--- src/rtl/i2c_txn_arbiter.sv ---
// Round-robin arbiter sharing one I2C master between NUM_REQ requesters; all outputs registered.
// Grant 1 cycle after selection, start 1 cycle later; waits on master free, errors after BUSY_TIMEOUT start cycles.
module i2c_txn_arbiter #(
    parameter int NUM_REQ      = 4,
    parameter int ADDR_LEN     = 7,
    parameter int DATA_LEN     = 8,
    parameter int BUSY_TIMEOUT = 16
) (
    input  logic                         clk,
    input  logic                         rst,
    input  logic [NUM_REQ-1:0]           req,
    input  logic [NUM_REQ*ADDR_LEN-1:0]  req_addr,
    input  logic [NUM_REQ-1:0]           req_rw,
    input  logic [NUM_REQ*DATA_LEN-1:0]  req_data_1,
    input  logic [NUM_REQ*DATA_LEN-1:0]  req_data_2,
    output logic [NUM_REQ-1:0]           gnt,
    output logic [NUM_REQ-1:0]           done,
    output logic [NUM_REQ-1:0]           err,
    output logic                         busy,
    input  logic                         free,
    output logic                         start,
    output logic [ADDR_LEN-1:0]          add_reg,
    output logic                         R_W,
    output logic [DATA_LEN-1:0]          data_1,
    output logic [DATA_LEN-1:0]          data_2
);

    localparam int PW = (NUM_REQ > 1) ? $clog2(NUM_REQ) : 1;
    localparam int CW = $clog2(BUSY_TIMEOUT + 1);
    localparam logic [NUM_REQ-1:0] ONE = NUM_REQ'(1);

    localparam logic [2:0] IDLE      = 3'd0;
    localparam logic [2:0] LATCH     = 3'd1;
    localparam logic [2:0] LAUNCH    = 3'd2;
    localparam logic [2:0] WAIT_FREE = 3'd3;
    localparam logic [2:0] DONE      = 3'd4;

    logic [2:0]         state;
    logic [PW-1:0]      ptr;
    logic [PW-1:0]      win;
    logic [PW-1:0]      sel;
    logic [PW-1:0]      win_nxt;
    logic [CW-1:0]      cnt;
    logic [NUM_REQ-1:0] win_oh;

    // Scan downward so the requester closest above ptr is the last (winning) assignment.
    always_comb begin
        logic [PW:0] sum;
        sel = ptr;
        sum = '0;
        for (int i = NUM_REQ - 1; i >= 0; i--) begin
            sum = {1'b0, ptr} + (PW+1)'(i);
            if (sum >= (PW+1)'(NUM_REQ)) begin
                sum = sum - (PW+1)'(NUM_REQ);
            end
            if (req[sum[PW-1:0]]) begin
                sel = sum[PW-1:0];
            end
        end
    end

    assign win_oh  = ONE << win;
    assign win_nxt = (win == PW'(NUM_REQ - 1)) ? '0 : win + 1'b1;

    always_ff @(posedge clk) begin
        if (rst) begin
            state   <= IDLE;
            ptr     <= '0;
            win     <= '0;
            cnt     <= '0;
            gnt     <= '0;
            done    <= '0;
            err     <= '0;
            busy    <= 1'b0;
            start   <= 1'b0;
            add_reg <= '0;
            R_W     <= 1'b0;
            data_1  <= '0;
            data_2  <= '0;
        end else begin
            done <= '0;
            err  <= '0;
            case (state)
                IDLE: begin
                    if ((|req) && free) begin
                        win   <= sel;
                        state <= LATCH;
                        busy  <= 1'b1;
                    end
                end
                LATCH: begin
                    add_reg <= req_addr[int'(win)*ADDR_LEN +: ADDR_LEN];
                    R_W     <= req_rw[win];
                    data_1  <= req_data_1[int'(win)*DATA_LEN +: DATA_LEN];
                    data_2  <= req_data_2[int'(win)*DATA_LEN +: DATA_LEN];
                    gnt     <= win_oh;
                    cnt     <= '0;
                    state   <= LAUNCH;
                end
                LAUNCH: begin
                    // Only a busy master seen while start is already visible counts as a launch.
                    if (start && !free) begin
                        start <= 1'b0;
                        state <= WAIT_FREE;
                    end else if (cnt == CW'(BUSY_TIMEOUT)) begin
                        start <= 1'b0;
                        gnt   <= '0;
                        err   <= win_oh;
                        ptr   <= win_nxt;
                        busy  <= 1'b0;
                        state <= IDLE;
                    end else begin
                        start <= 1'b1;
                        cnt   <= cnt + 1'b1;
                    end
                end
                WAIT_FREE: begin
                    if (free) begin
                        state <= DONE;
                    end
                end
                DONE: begin
                    done  <= win_oh;
                    gnt   <= '0;
                    ptr   <= win_nxt;
                    busy  <= 1'b0;
                    state <= IDLE;
                end
                default: begin
                    start <= 1'b0;
                    gnt   <= '0;
                    busy  <= 1'b0;
                    state <= IDLE;
                end
            endcase
        end
    end

endmodule

--- config.mk ---
export PLATFORM = sky130hd
export DESIGN_NAME = i2c_txn_arbiter
export DESIGN_NICKNAME = d
export VERILOG_FILES = /design/src/rtl/i2c_txn_arbiter.sv
export SDC_FILE = /design/constraint.sdc
export NUM_CORES = 1
export LEC_CHECK = 0
export CAP_MARGIN = 40
export CORE_ASPECT_RATIO = 1.5
export CORE_MARGIN = 2
export CORE_UTILIZATION = 36
export CTS_CLUSTER_DIAMETER = 50
export DETAILED_ROUTE_END_ITERATION = 8
export PLACE_DENSITY = 0.78
export SYNTH_ARGS = -nofsm -noshare
export SYNTH_HDL_FRONTEND = slang
export SYNTH_SLANG_ARGS = --single-unit
--- constraint.sdc ---
create_clock -name clk -period 1.85 [get_ports clk]
set_clock_uncertainty 0.15 [all_clocks]
set_input_delay 0.2775 -clock clk [delete_from_list [all_inputs] [get_ports clk]]
set_output_delay 0.2775 -clock clk [all_outputs]
set_load 0.05 [all_outputs]
# Yosys cells after proc, flatten, opt, wreduce, memory -nomap -nowiden
# Index checks and enable logic that the tools add are counted.
dict set report totals {
  register_bits 50
  elab_cells 111
  output_inout_bits 38
}
dict set report classes {
  reduce_logical 18
  n_mul 1
  n_lt_le_gt_ge 9
  shift 4
  add_sub_neg 9
  bitwise_logic 5
  n_eq_ne 12
  mux 40
}
# operator count
set op_table {}
lappend op_table {{32-bit by 6-bit indexed part select with 8-bit output} 2}
lappend op_table {{28-bit by 6-bit indexed part select with 7-bit output} 1}
lappend op_table {{2-bit 2-to-1 mux} 11}
lappend op_table {{2-bit by 3-bit < comparator with 1-bit output (second input constant)} 5}
lappend op_table {{3-bit 2-to-1 mux} 4}
lappend op_table {{3-bit one-hot mux with 4 select lines} 1}
lappend op_table {{4-bit one-hot mux with 3 select lines} 1}
lappend op_table {{3-bit AND reduction} 4}
lappend op_table {{4-bit OR reduction} 3}
lappend op_table {{1-bit binary-select mux with 2-bit select} 5}
lappend op_table {{1-bit 2-to-1 mux} 10}
lappend op_table {{5-bit 2-to-1 mux} 2}
lappend op_table {{2-bit != test (second input constant)} 5}
lappend op_table {{5-bit one-hot mux with 2 select lines} 1}
lappend op_table {{3-bit greater-or-equal comparator (second input constant)} 3}
lappend op_table {{4-bit 2-to-1 mux} 2}
lappend op_table {{2-bit by 1-bit subtractor with 2-bit output (second input constant)} 4}
lappend op_table {{2-bit by 2-bit adder with 3-bit output (second input constant)} 2}
lappend op_table {{3-bit by 2-bit == test with 1-bit output (second input constant)} 2}
lappend op_table {{2-bit OR reduction} 3}
lappend op_table {{5-bit by 1-bit adder with 5-bit output (second input constant)} 1}
lappend op_table {{5-bit == test (second input constant)} 1}
lappend op_table {{2-bit by 3-bit multiplier with 5-bit output (second input constant)} 1}
lappend op_table {{1-bit NOT} 5}
lappend op_table {{17 further kinds} 19}

# Longest topological paths before layout
# Gate-level depths: netlist (run 1).
dict set report logic_depth {
  depth_word 9
  ltp_mapped 7
}

# Worst setup path after synthesis (run 1)
# Ideal clock, no wire load.
dict set report synth_path {
  path_kind {register -> register}
  start {register cnt[0]}
  end {register cnt[2]}
  setup_ns 0.080
  synth_period_minus_slack_ns 2.076
  required_ns 1.620
  arrival_ns 1.846
  slack_ns -0.226
  stages_incl_launch_ff 7
  n_path_buf 0
  cell_sequence {dfxtp_1 inv_1 ha_1 and4bb_4 or4b_4 or3_1 a211oi_2}
}
dict set report synth_between {
  elab_chain_cells 4
}
# element line
set synth_rtl {}
lappend synth_rtl {{start, declared} 43} ;# logic [CW-1:0] cnt;
lappend synth_rtl {{start signal, assigned} 114} ;# cnt <= cnt + 1'b1;
lappend synth_rtl {{5-bit by 1-bit adder with 5-bit output} 114}
lappend synth_rtl {{5-bit 2-to-1 mux} 105} ;# end else if (cnt == CW'(BUSY_TIMEOUT)) begin
lappend synth_rtl {{5-bit 2-to-1 mux} 102} ;# if (start && !free) begin
lappend synth_rtl {{5-bit one-hot mux with 2 select lines} 83} ;# case (state)
# Several ways; a longest one is shown, not always the timed one. The select of a mux whose other input is x is not followed.
# A chain may end at the register's enable or synchronous reset.

# Final worst setup path (run 1)
dict set report layout_path {
  start {register cnt[1]}
  end {register cnt[2]}
}
# Same word-level chain as after synthesis.

==> flow_summary.ini, run 1 <==
[routing]
dr.pass1.iters = 4
wl_um = 7600
ant_nets = 0
drc = 0
vias_per_cell = 4.99
drtIter0Drc = 96
num_vias = 2701
wl_per_cell_um = 14.0

[flow_run]
timing.max_cap.violations = 0

[floorplan]
num_rows = 38
core_area_sq_mm = 0.00718
die_area_sq_mm = 0.00803
die_x_um = 73.9
num_io_pins = 141
start_util = 0.367
die_y_um = 109

[hold_path]
hold_depth = 2
hold_path.class = reg2reg
min_to = data_2[1]$_SDFFE_PP0P_
hold_start = data_2[1]$_SDFFE_PP0P_

[synthesis]
synth_top_family_by_area = simple AND/OR/NAND/NOR gates
synthMuxAreaShare = 0.213
yosys.area_share.simple = 0.218
synth.distinct_cells = 38
syn-num-nets = 391
async_reset_ff_frac = 0
synth_top_area_share = 0.380
syn_area_sq_mm = 0.00264
ys_seq_area_frac = 0.380
syn_avg_cell_area_sq_um = 9.34
synthCells = 282
synth_common_cells = nand2_1, dfxtp_1, a21oi_1
synth.largest_area_cell = dfxtp_1
yosysMostFrequentCell = nand2_1
synth_edf_count = 0
ys_seq_elements = 50
ys_warn_count = 0
synth_area_leaders = dfxtp_1, mux4_2, nand2_1
synth_flop_cell = dfxtp_1
synth_xor_area_frac = 0.00665
synth_compound_area_frac = 0.115
synth_fa_ha_area_frac = 0.0285

[cts]
clk-insertion-delay-late_ns = 0.30
clk_pin_slew_ns = 0.09
cts_tree = done
cts_root_buffer = clkbuf_8
cts_hold_buf = 0
cts.sinks = 50
clock_path_buffers = 2
htree_levels = 2
cts_buffers = 5

[critical_path]
arrival_ns = 2.01
rrSetupSlack_ns = -0.08
r2r-start = cnt[1]$_SDFFE_PP0P_
worstPathMaxFanout = 2
critPathCaptureType = flop
cp-startpoint = cnt[1]$_SDFFE_PP0P_
required_ns = 1.93
critPathMaxStageDelay_ns = 0.49
critical_path_class = reg2reg
start_kind = flop
path_cells = inv_2 -> ha_2 -> and4bb_4 -> or4b_4 -> or3_1 -> a211oi_2
r2r_cells = 6
r2r-end = cnt[2]$_SDFFE_PP0P_
critPathSlowestCell = or4b_4

[sta]
relSlewSlack = 0.680
slew_viol_final = 0
setup_violations = 1
grt_setup_unrepaired = yes
setup_slack_ns = -0.0844
hold_viol_final = 0
min_period_ns = 1.93
max_freq_mhz = 517
worst_pin_slew_ns = 0.474
fin_crit_sh = 1.05

[grt]
grt_overflow_total = 0
groute.usage.overall = 0.196
grt_pass1_vias = 2667
antenna_found_initial = 0
grt_pass1_wl_um = 12200
grt_start_max_net_pins = 28

[cells_and_area]
antenna_cells = 0
final_net_count = 549
drive_above_1_share = 0.261
fin_cells = 541
syn_to_final_growth_pct = 65.6

[place]
port_buffers = 140
dp_hpwl_um = 6080
place_ws_ns = -0.293
gp_congestion = 0.933
place_inst = 531

[power]
p_leak_nw = 1.66
power.density_mw_per_mm2 = 726
peakVddDrop_mv = 0.354

[outcome]
violations = setup timing
status = finished with violations
stage by stage:
stage	hold slack [ns]	power, mW	setup TNS (ns)	util	instance area [sq um]
floorplan	0.270	2.00	-0.129	-	2650
global placement	0.293	2.51	-0.706	0.590	4240
detailed placement	0.297	2.54	-1.03	0.590	4240
CTS	0.310	3.20	-0.0884	0.603	4330
global route	0.326	3.35	-0.162	0.608	4360
finish	0.308	3.17	-0.0844	0.608	4360
routing by layer:
| metal | routed length, um | part of all wire | up-vias | global-route usage |
|---|---|---|---|---|
| met4 | 227 | 0.030 | 0 | 0.0844 |
| met5 | 0 | 0 | - | 0 |
| met3 | 456 | 0.060 | 18 | 0.0444 |
| li1 | - | - | 1316 | - |
| met1 | 2720 | 0.36 | 1254 | 0.205 |
| met2 | 4190 | 0.55 | 113 | 0.365 |
logic make-up (layout without fill, tap and decap cells):
logic type | count (synthesis) | after routing
buffers and inverters | 26 | 185
muxes | 26 | 26
adders and majority gates | 6 | 6
xor gates and xnor gates | 2 | 2
AOI/OAI and AO/OA | 54 | 54
DFF | 50 | 50
and+or+nand+nor | 118 | 118
how the worst max path moves through the flow:
stage,cells past startpoint,end
3_3_place_gp,5,cnt[2]$_SDFFE_PP0P_
3_5_place_dp,5,cnt[2]$_SDFFE_PP0P_
4_1_cts,6,cnt[2]$_SDFFE_PP0P_
6_report,6,cnt[2]$_SDFFE_PP0P_
2_1_floorplan,6,cnt[2]$_SDFFE_PP0P_
5_1_grt,6,cnt[2]$_SDFFE_PP0P_
placed cells by master, fill, tap and decap left out, types with 2 or more instances in the layout:
master | netlist | layout
dfxtp_2 | 0 | 4
nand2b_1 | 4 | 4
ha_1 | 6 | 5
nor2b_1 | 8 | 8
mux2i_1 | 2 | 2
nand3_1 | 8 | 8
dfxtp_1 | 50 | 46
a21oi_1 | 36 | 36
buf_12 | 0 | 2
inv_2 | 0 | 2
clkdlybuf4s50_1 | 0 | 102
mux4_2 | 24 | 24
inv_1 | 6 | 4
nor3_1 | 3 | 3
and3_1 | 4 | 4
nor2_1 | 9 | 8
xnor2_1 | 2 | 2
clkbuf_8 | 0 | 6
nor4_1 | 2 | 2
nand3b_1 | 2 | 2
buf_4 | 0 | 67
or3_1 | 4 | 3
o21ai_0 | 8 | 8
and2_1 | 4 | 4
nand2_1 | 63 | 63
worst max-delay path, delay by kind of cell (launching register included):
kind,cells,cell delay (ns)
fa+ha+maj,1,0.16
simple gates,3,1.01
compound gates,1,0.17
buf+inv,1,0.03
flops,1,0.34
cell type report:
class	instances	area [sq um]
Sequential cell	50	1010
Multi-Input combinational cell	206	1560
Tap cell	100	125
Clock buffer	7	86.3
Clock inverter	1	5.00
Timing Repair Buffer	171	1560
Inverter	6	22.5
Fill cell	629	2820
report_power, final:
group / total, mW / internal, mW / switching, mW / leakage (nW)
Combinational: 1.29 / 0.602 / 0.687 / 1.21
Clock: 0.651 / 0.302 / 0.348 / 0.0482
Sequential: 1.23 / 1.17 / 0.0563 / 0.408
repair_timing:
action,4_1_cts,5_1_grt
endpoints found under the setup margin,1,4
pin swaps,1,0
gates resized for setup,0,3
hold endpoints to repair,0,0
buffers inserted,0,2
Power figures use the tool's default switching activity.
==> run 2: changes to the inputs <==
Settings changed: REMOVE_ABC_BUFFERS set to 1.
==> flow_summary.ini, run 2 (synthesis gave the netlist of run 1 again) <==
[cells_and_area]
antenna_cells = 0
final_common_cell = clkdlybuf4s50_1
mostFrequentLayoutCells = clkdlybuf4s50_1, buf_4, nand2_1
drive_above_1_share = 0.251
final_net_count = 550
final_cell_area_sq_mm = 0.00434
syn_to_final_growth_pct = 64.8

[cts]
clk_pin_slew_ns = 0.09
clk-insertion-delay-late_ns = 0.30
cts_buffers = 5
clock_path_buffers = 2
cts_hold_buf = 0
cts_tree = done
cts.sinks = 50
htree_levels = 2
cts_root_buffer = clkbuf_8

[critical_path]
r2r-start = cnt[0]$_SDFFE_PP0P_
worstPathMaxFanout = 2
crit_buf_inv = 1
critPathCaptureType = flop
arrival_ns = 2.10
worstSetupPathDepth = 6
path_cells = inv_2 -> ha_2 -> and4bb_4 -> or4b_4 -> or3_1 -> a211oi_2
critPathMaxStageDelay_ns = 0.51
critPathSlowestCell = or4b_4
r2r-end = cnt[2]$_SDFFE_PP0P_
rrSetupSlack_ns = -0.17
cp_top_family = simple AND/OR/NAND/NOR gates
required_ns = 1.92
critical_path_class = reg2reg
start_kind = flop
cp-startpoint = cnt[0]$_SDFFE_PP0P_
r2r_cells = 6
crit_end = cnt[2]$_SDFFE_PP0P_

[routing]
wl_per_cell_um = 14.1
dr.pass1.iters = 4
wl_um = 7640
drc = 0
drtIter0Drc = 104
vias_per_cell = 4.98
num_vias = 2697
ant_nets = 0

[flow_run]
timing.max_cap.violations = 0

[sta]
relSlewSlack = 0.681
finalSetupTns_ns = -0.175
min_period_ns = 2.02
setup_violations = 1
worst_pin_slew_ns = 0.471
max_freq_mhz = 494
hold_viol_final = 0
slew_viol_final = 0
setup_slack_ns = -0.175
grt_setup_unrepaired = yes
worst_hold_slack_ns = 0.307
fin_crit_sh = 1.09

[place]
port_buffers = 140
gp_congestion = 0.784
dp_hpwl_um = 6140
place_ws_ns = -0.276
placed_area_sq_mm = 0.00424

[power]
power.density_mw_per_mm2 = 730
peakVddDrop_mv = 0.447
intPower_mw = 2.08
p_switching_mw = 1.09
clockPowerShare = 0.207
seq_power_share = 0.386
power.share.combinational = 0.407
swShare = 0.345
p_leak_nw = 1.66

[grt]
grt_start_max_net_pins = 34
grt_pass1_vias = 2590
grt_overflow_total = 0
groute.usage.overall = 0.189
antenna_found_initial = 0
grt_pass1_wl_um = 11700

[floorplan]
core_area_sq_mm = 0.00718
num_rows = 38
die_area_sq_mm = 0.00803
start_util = 0.367
num_io_pins = 141
die_y_um = 109
die_x_um = 73.9

[outcome]
violations = setup timing
status = finished with violations

[hold_path]
hold_path.class = reg2reg
-- run 2: layer usage --
metal  track usage  vias up  share of wire
li1              -     1325              -
met1         0.195     1271           0.36
met2         0.360       95           0.57
met3        0.0407        6          0.053
met4        0.0701        0          0.016
met5             0        -              0
-- run 2: per-stage QoR --
| step | util | instances | power, mW |
|---|---|---|---|
| after floorplan | - | 262 | 1.96 |
| after global placement | 0.590 | 533 | 2.52 |
| after detailed placement | 0.590 | 533 | 2.54 |
| after CTS | 0.604 | 541 | 3.20 |
| after global routing | 0.605 | 542 | 3.33 |
| final | 0.605 | 542 | 3.17 |
-- run 2: worst min-delay path by stage --
stage / endpoint / from / cells after the start
CTS: data_1[7]$_SDFFE_PP0P_ / data_1[7]$_SDFFE_PP0P_ / 2
floorplan: R_W$_SDFFE_PP0P_ / rst / 1
detailed placement: data_1[7]$_SDFFE_PP0P_ / data_1[7]$_SDFFE_PP0P_ / 2
global placement: data_2[2]$_SDFFE_PP0P_ / data_2[2]$_SDFFE_PP0P_ / 2
global route: data_1[7]$_SDFFE_PP0P_ / data_1[7]$_SDFFE_PP0P_ / 2
finish: data_2[0]$_SDFFE_PP0P_ / data_2[0]$_SDFFE_PP0P_ / 2
-- run 2: what timing repair did --
action                                  4_1_cts  5_1_grt
gates resized for setup                       3        0
buffers inserted                              0        1
endpoints found under the setup margin        3        4
endpoints found under the hold margin         0        0
pin swaps                                     1        0
-- run 2: worst register-to-register path, stage by stage (launching register included) --
cell	delay [ns]
dfxtp_2	0.35
inv_2	0.04
ha_2	0.17
and4bb_4	0.19
or4b_4	0.51
or3_1	0.34
a211oi_2	0.20
-- run 2: layout make-up --
| cell class | count | area, sq um |
|---|---|---|
| multi-input combinational | 206 | 1540 |
| timing repair buffer | 172 | 1560 |
| clock inverter | 2 | 12.5 |
| sequential | 50 | 1000 |
| fill | 626 | 2840 |
| tap | 100 | 125 |
| clock buffer | 6 | 82.6 |
| inverter | 6 | 22.5 |
-- run 2: power by group through the flow --
stage                     combinational, mW  clock, mW  sequential, mW
after floorplan                       0.389          0            1.57
after global placement                 1.27          0            1.24
after detailed placement               1.29          0            1.25
after CTS                              1.30      0.678            1.22
after global routing                   1.38      0.711            1.23
final                                  1.29      0.656            1.22
==> run 3: changes to the inputs <==
Settings changed: CAP_MARGIN 40 to 20, CORE_UTILIZATION 36 to 39, PLACE_DENSITY 0.78 to 0.8.
Clock period 1.85 ns to 2.1 ns, I/O delays scaled along.
==> flow_summary.ini, run 3 (synthesis gave the netlist of run 1 again) <==
[cells_and_area]
multi_input_area_sq_mm = 0.00153
antenna_cells = 0
mostFrequentLayoutCells = clkdlybuf4s50_1, nand2_1, dfxtp_1
drive_above_1_share = 0.132
fill_cells = 558
layout.area.seq_sq_mm = 0.00100
syn_to_final_growth_pct = 62.6
final_net_count = 533
final_common_cell = clkdlybuf4s50_1

[critical_path]
critPathMaxStageDelay_ns = 0.51
worstPathMaxFanout = 4
critical_path_class = reg2reg
cp_top_family = simple AND/OR/NAND/NOR gates
crit_buf_inv = 1
start_kind = flop
path_cells = inv_1 -> ha_1 -> and4bb_4 -> or4b_4 -> or3_1 -> a211oi_2
critPathCaptureType = flop
critPathSlowestCell = or4b_4
required_ns = 2.18
arrival_ns = 2.13

[floorplan]
die_x_um = 71.1
num_rows = 36
start_util = 0.403
die_y_um = 105
die_area_sq_mm = 0.00744
num_io_pins = 141
core_area_sq_mm = 0.00653

[sta]
fin_crit_sh = 0.974
hold_viol_final = 0
worst_pin_slew_ns = 0.560
setup_slack_ns = 0.0552
worst_hold_slack_ns = 0.307
slew_viol_final = 0
relSlewSlack = 0.621
min_period_ns = 2.04
setup_violations = 0
grt_setup_unrepaired = no
max_freq_mhz = 489

[power]
p_switching_uw = 957
swShare = 0.340
seq_power_share = 0.387
power.density_mw_per_mm2 = 656
clockPowerShare = 0.219
peakVddDrop_mv = 0.390
intPower_mw = 1.86
power.share.combinational = 0.394
p_leak_nw = 1.51

[routing]
vias_per_cell = 5.27
num_vias = 2642
drtIter0Drc = 120
met2WireLength_um = 4340
wl_um = 7890
wl_per_cell_um = 15.8
drc = 0
dr_wl_met3_um = 462
dr.pass1.iters = 4
dr.max_layer_used = met4
ant_nets = 0
met1_length_um = 2800

[cts]
cts.sinks = 50
ctsResizeCount = 0
cts_root_buffer = clkbuf_8
clk-insertion-delay-late_ns = 0.30
clk_pin_slew_ns = 0.09
cts_buffers = 5
cts_setup_buffers = 0
htree_levels = 2
cts_hold_buf = 0
cts_tree = done
clock_path_buffers = 2

[grt]
groute.usage.overall = 0.208
antenna_found_initial = 0
grt_pass1_vias = 2624
grt_pass1_wl_um = 12400
grt_overflow_total = 0
grt_start_max_net_pins = 28

[place]
dp_hpwl_um = 6330
place_ws_ns = -0.00367
port_buffers = 140
gp_congestion = 0.806

[flow_run]
timing.max_cap.violations = 0

[hold_path]
hold_path.class = reg2reg

[outcome]
status = finished clean
[run 3: cell types whose count changed in the layout (fill, tap and decap cells not counted), sizes merged]
| cell | delta |
|---|---|
| buf | -54 |
| clkdlybuf4s50 | +37 |
| clkbuf | +1 |
| clkinvlp | -1 |
[run 3: power by group through the flow]
| stage | combinational [mW] | sequential (mW) | clock [mW] |
|---|---|---|---|
| floorplan | 0.343 | 1.38 | 0 |
| global placement | 1.09 | 1.11 | 0 |
| detailed placement | 1.12 | 1.11 | 0 |
| CTS | 1.12 | 1.09 | 0.640 |
| global route | 1.19 | 1.10 | 0.673 |
| finish | 1.11 | 1.09 | 0.615 |
[run 3: worst min-delay path, cell delays in order (launching register included)]
cell	delay, ns
dfxtp_1	0.32
nand2_1	0.05
a21oi_1	0.05
[run 3: worst paths after layout]
kind | startpoint | end | slack, ns | depth (start not counted)
max | cnt[0]$_SDFFE_PP0P_ | cnt[2]$_SDFFE_PP0P_ | 0.06 | 6
min | data_1[6]$_SDFFE_PP0P_ | data_1[6]$_SDFFE_PP0P_ | 0.31 | 2
max reg2reg | cnt[0]$_SDFFE_PP0P_ | cnt[2]$_SDFFE_PP0P_ | 0.06 | 6
min reg2reg | data_1[6]$_SDFFE_PP0P_ | data_1[6]$_SDFFE_PP0P_ | 0.31 | 2
[run 3: final cells by class]
| type | count | share of cell area |
|---|---|---|
| multi-input combinational | 206 | 0.358 |
| clock buffer | 7 | 0.0225 |
| clock inverter | 1 | 0.00204 |
| timing repair buffer | 155 | 0.356 |
| sequential | 50 | 0.234 |
| inverter | 6 | 0.00526 |
| tap | 76 | 0.0222 |
[run 3: through the flow]
stage	area (sq um)	std cells	power [mW]	setup TNS, ns	utilization
3_3_place_gp	4180	493	2.20	0	0.640
2_1_floorplan	2550	262	1.73	-4.02	-
5_1_grt	4290	501	2.96	0	0.656
3_5_place_dp	4180	493	2.23	-0.00367	0.640
6_report	4290	501	2.81	0	0.656
4_1_cts	4280	501	2.85	0	0.656
[run 3: layer usage]
| metal | vias up | track usage |
|---|---|---|
| li1 | 1286 | - |
| met1 | 1250 | 0.218 |
| met2 | 86 | 0.389 |
| met3 | 20 | 0.0405 |
| met4 | 0 | 0.0957 |
| met5 | - | 0 |
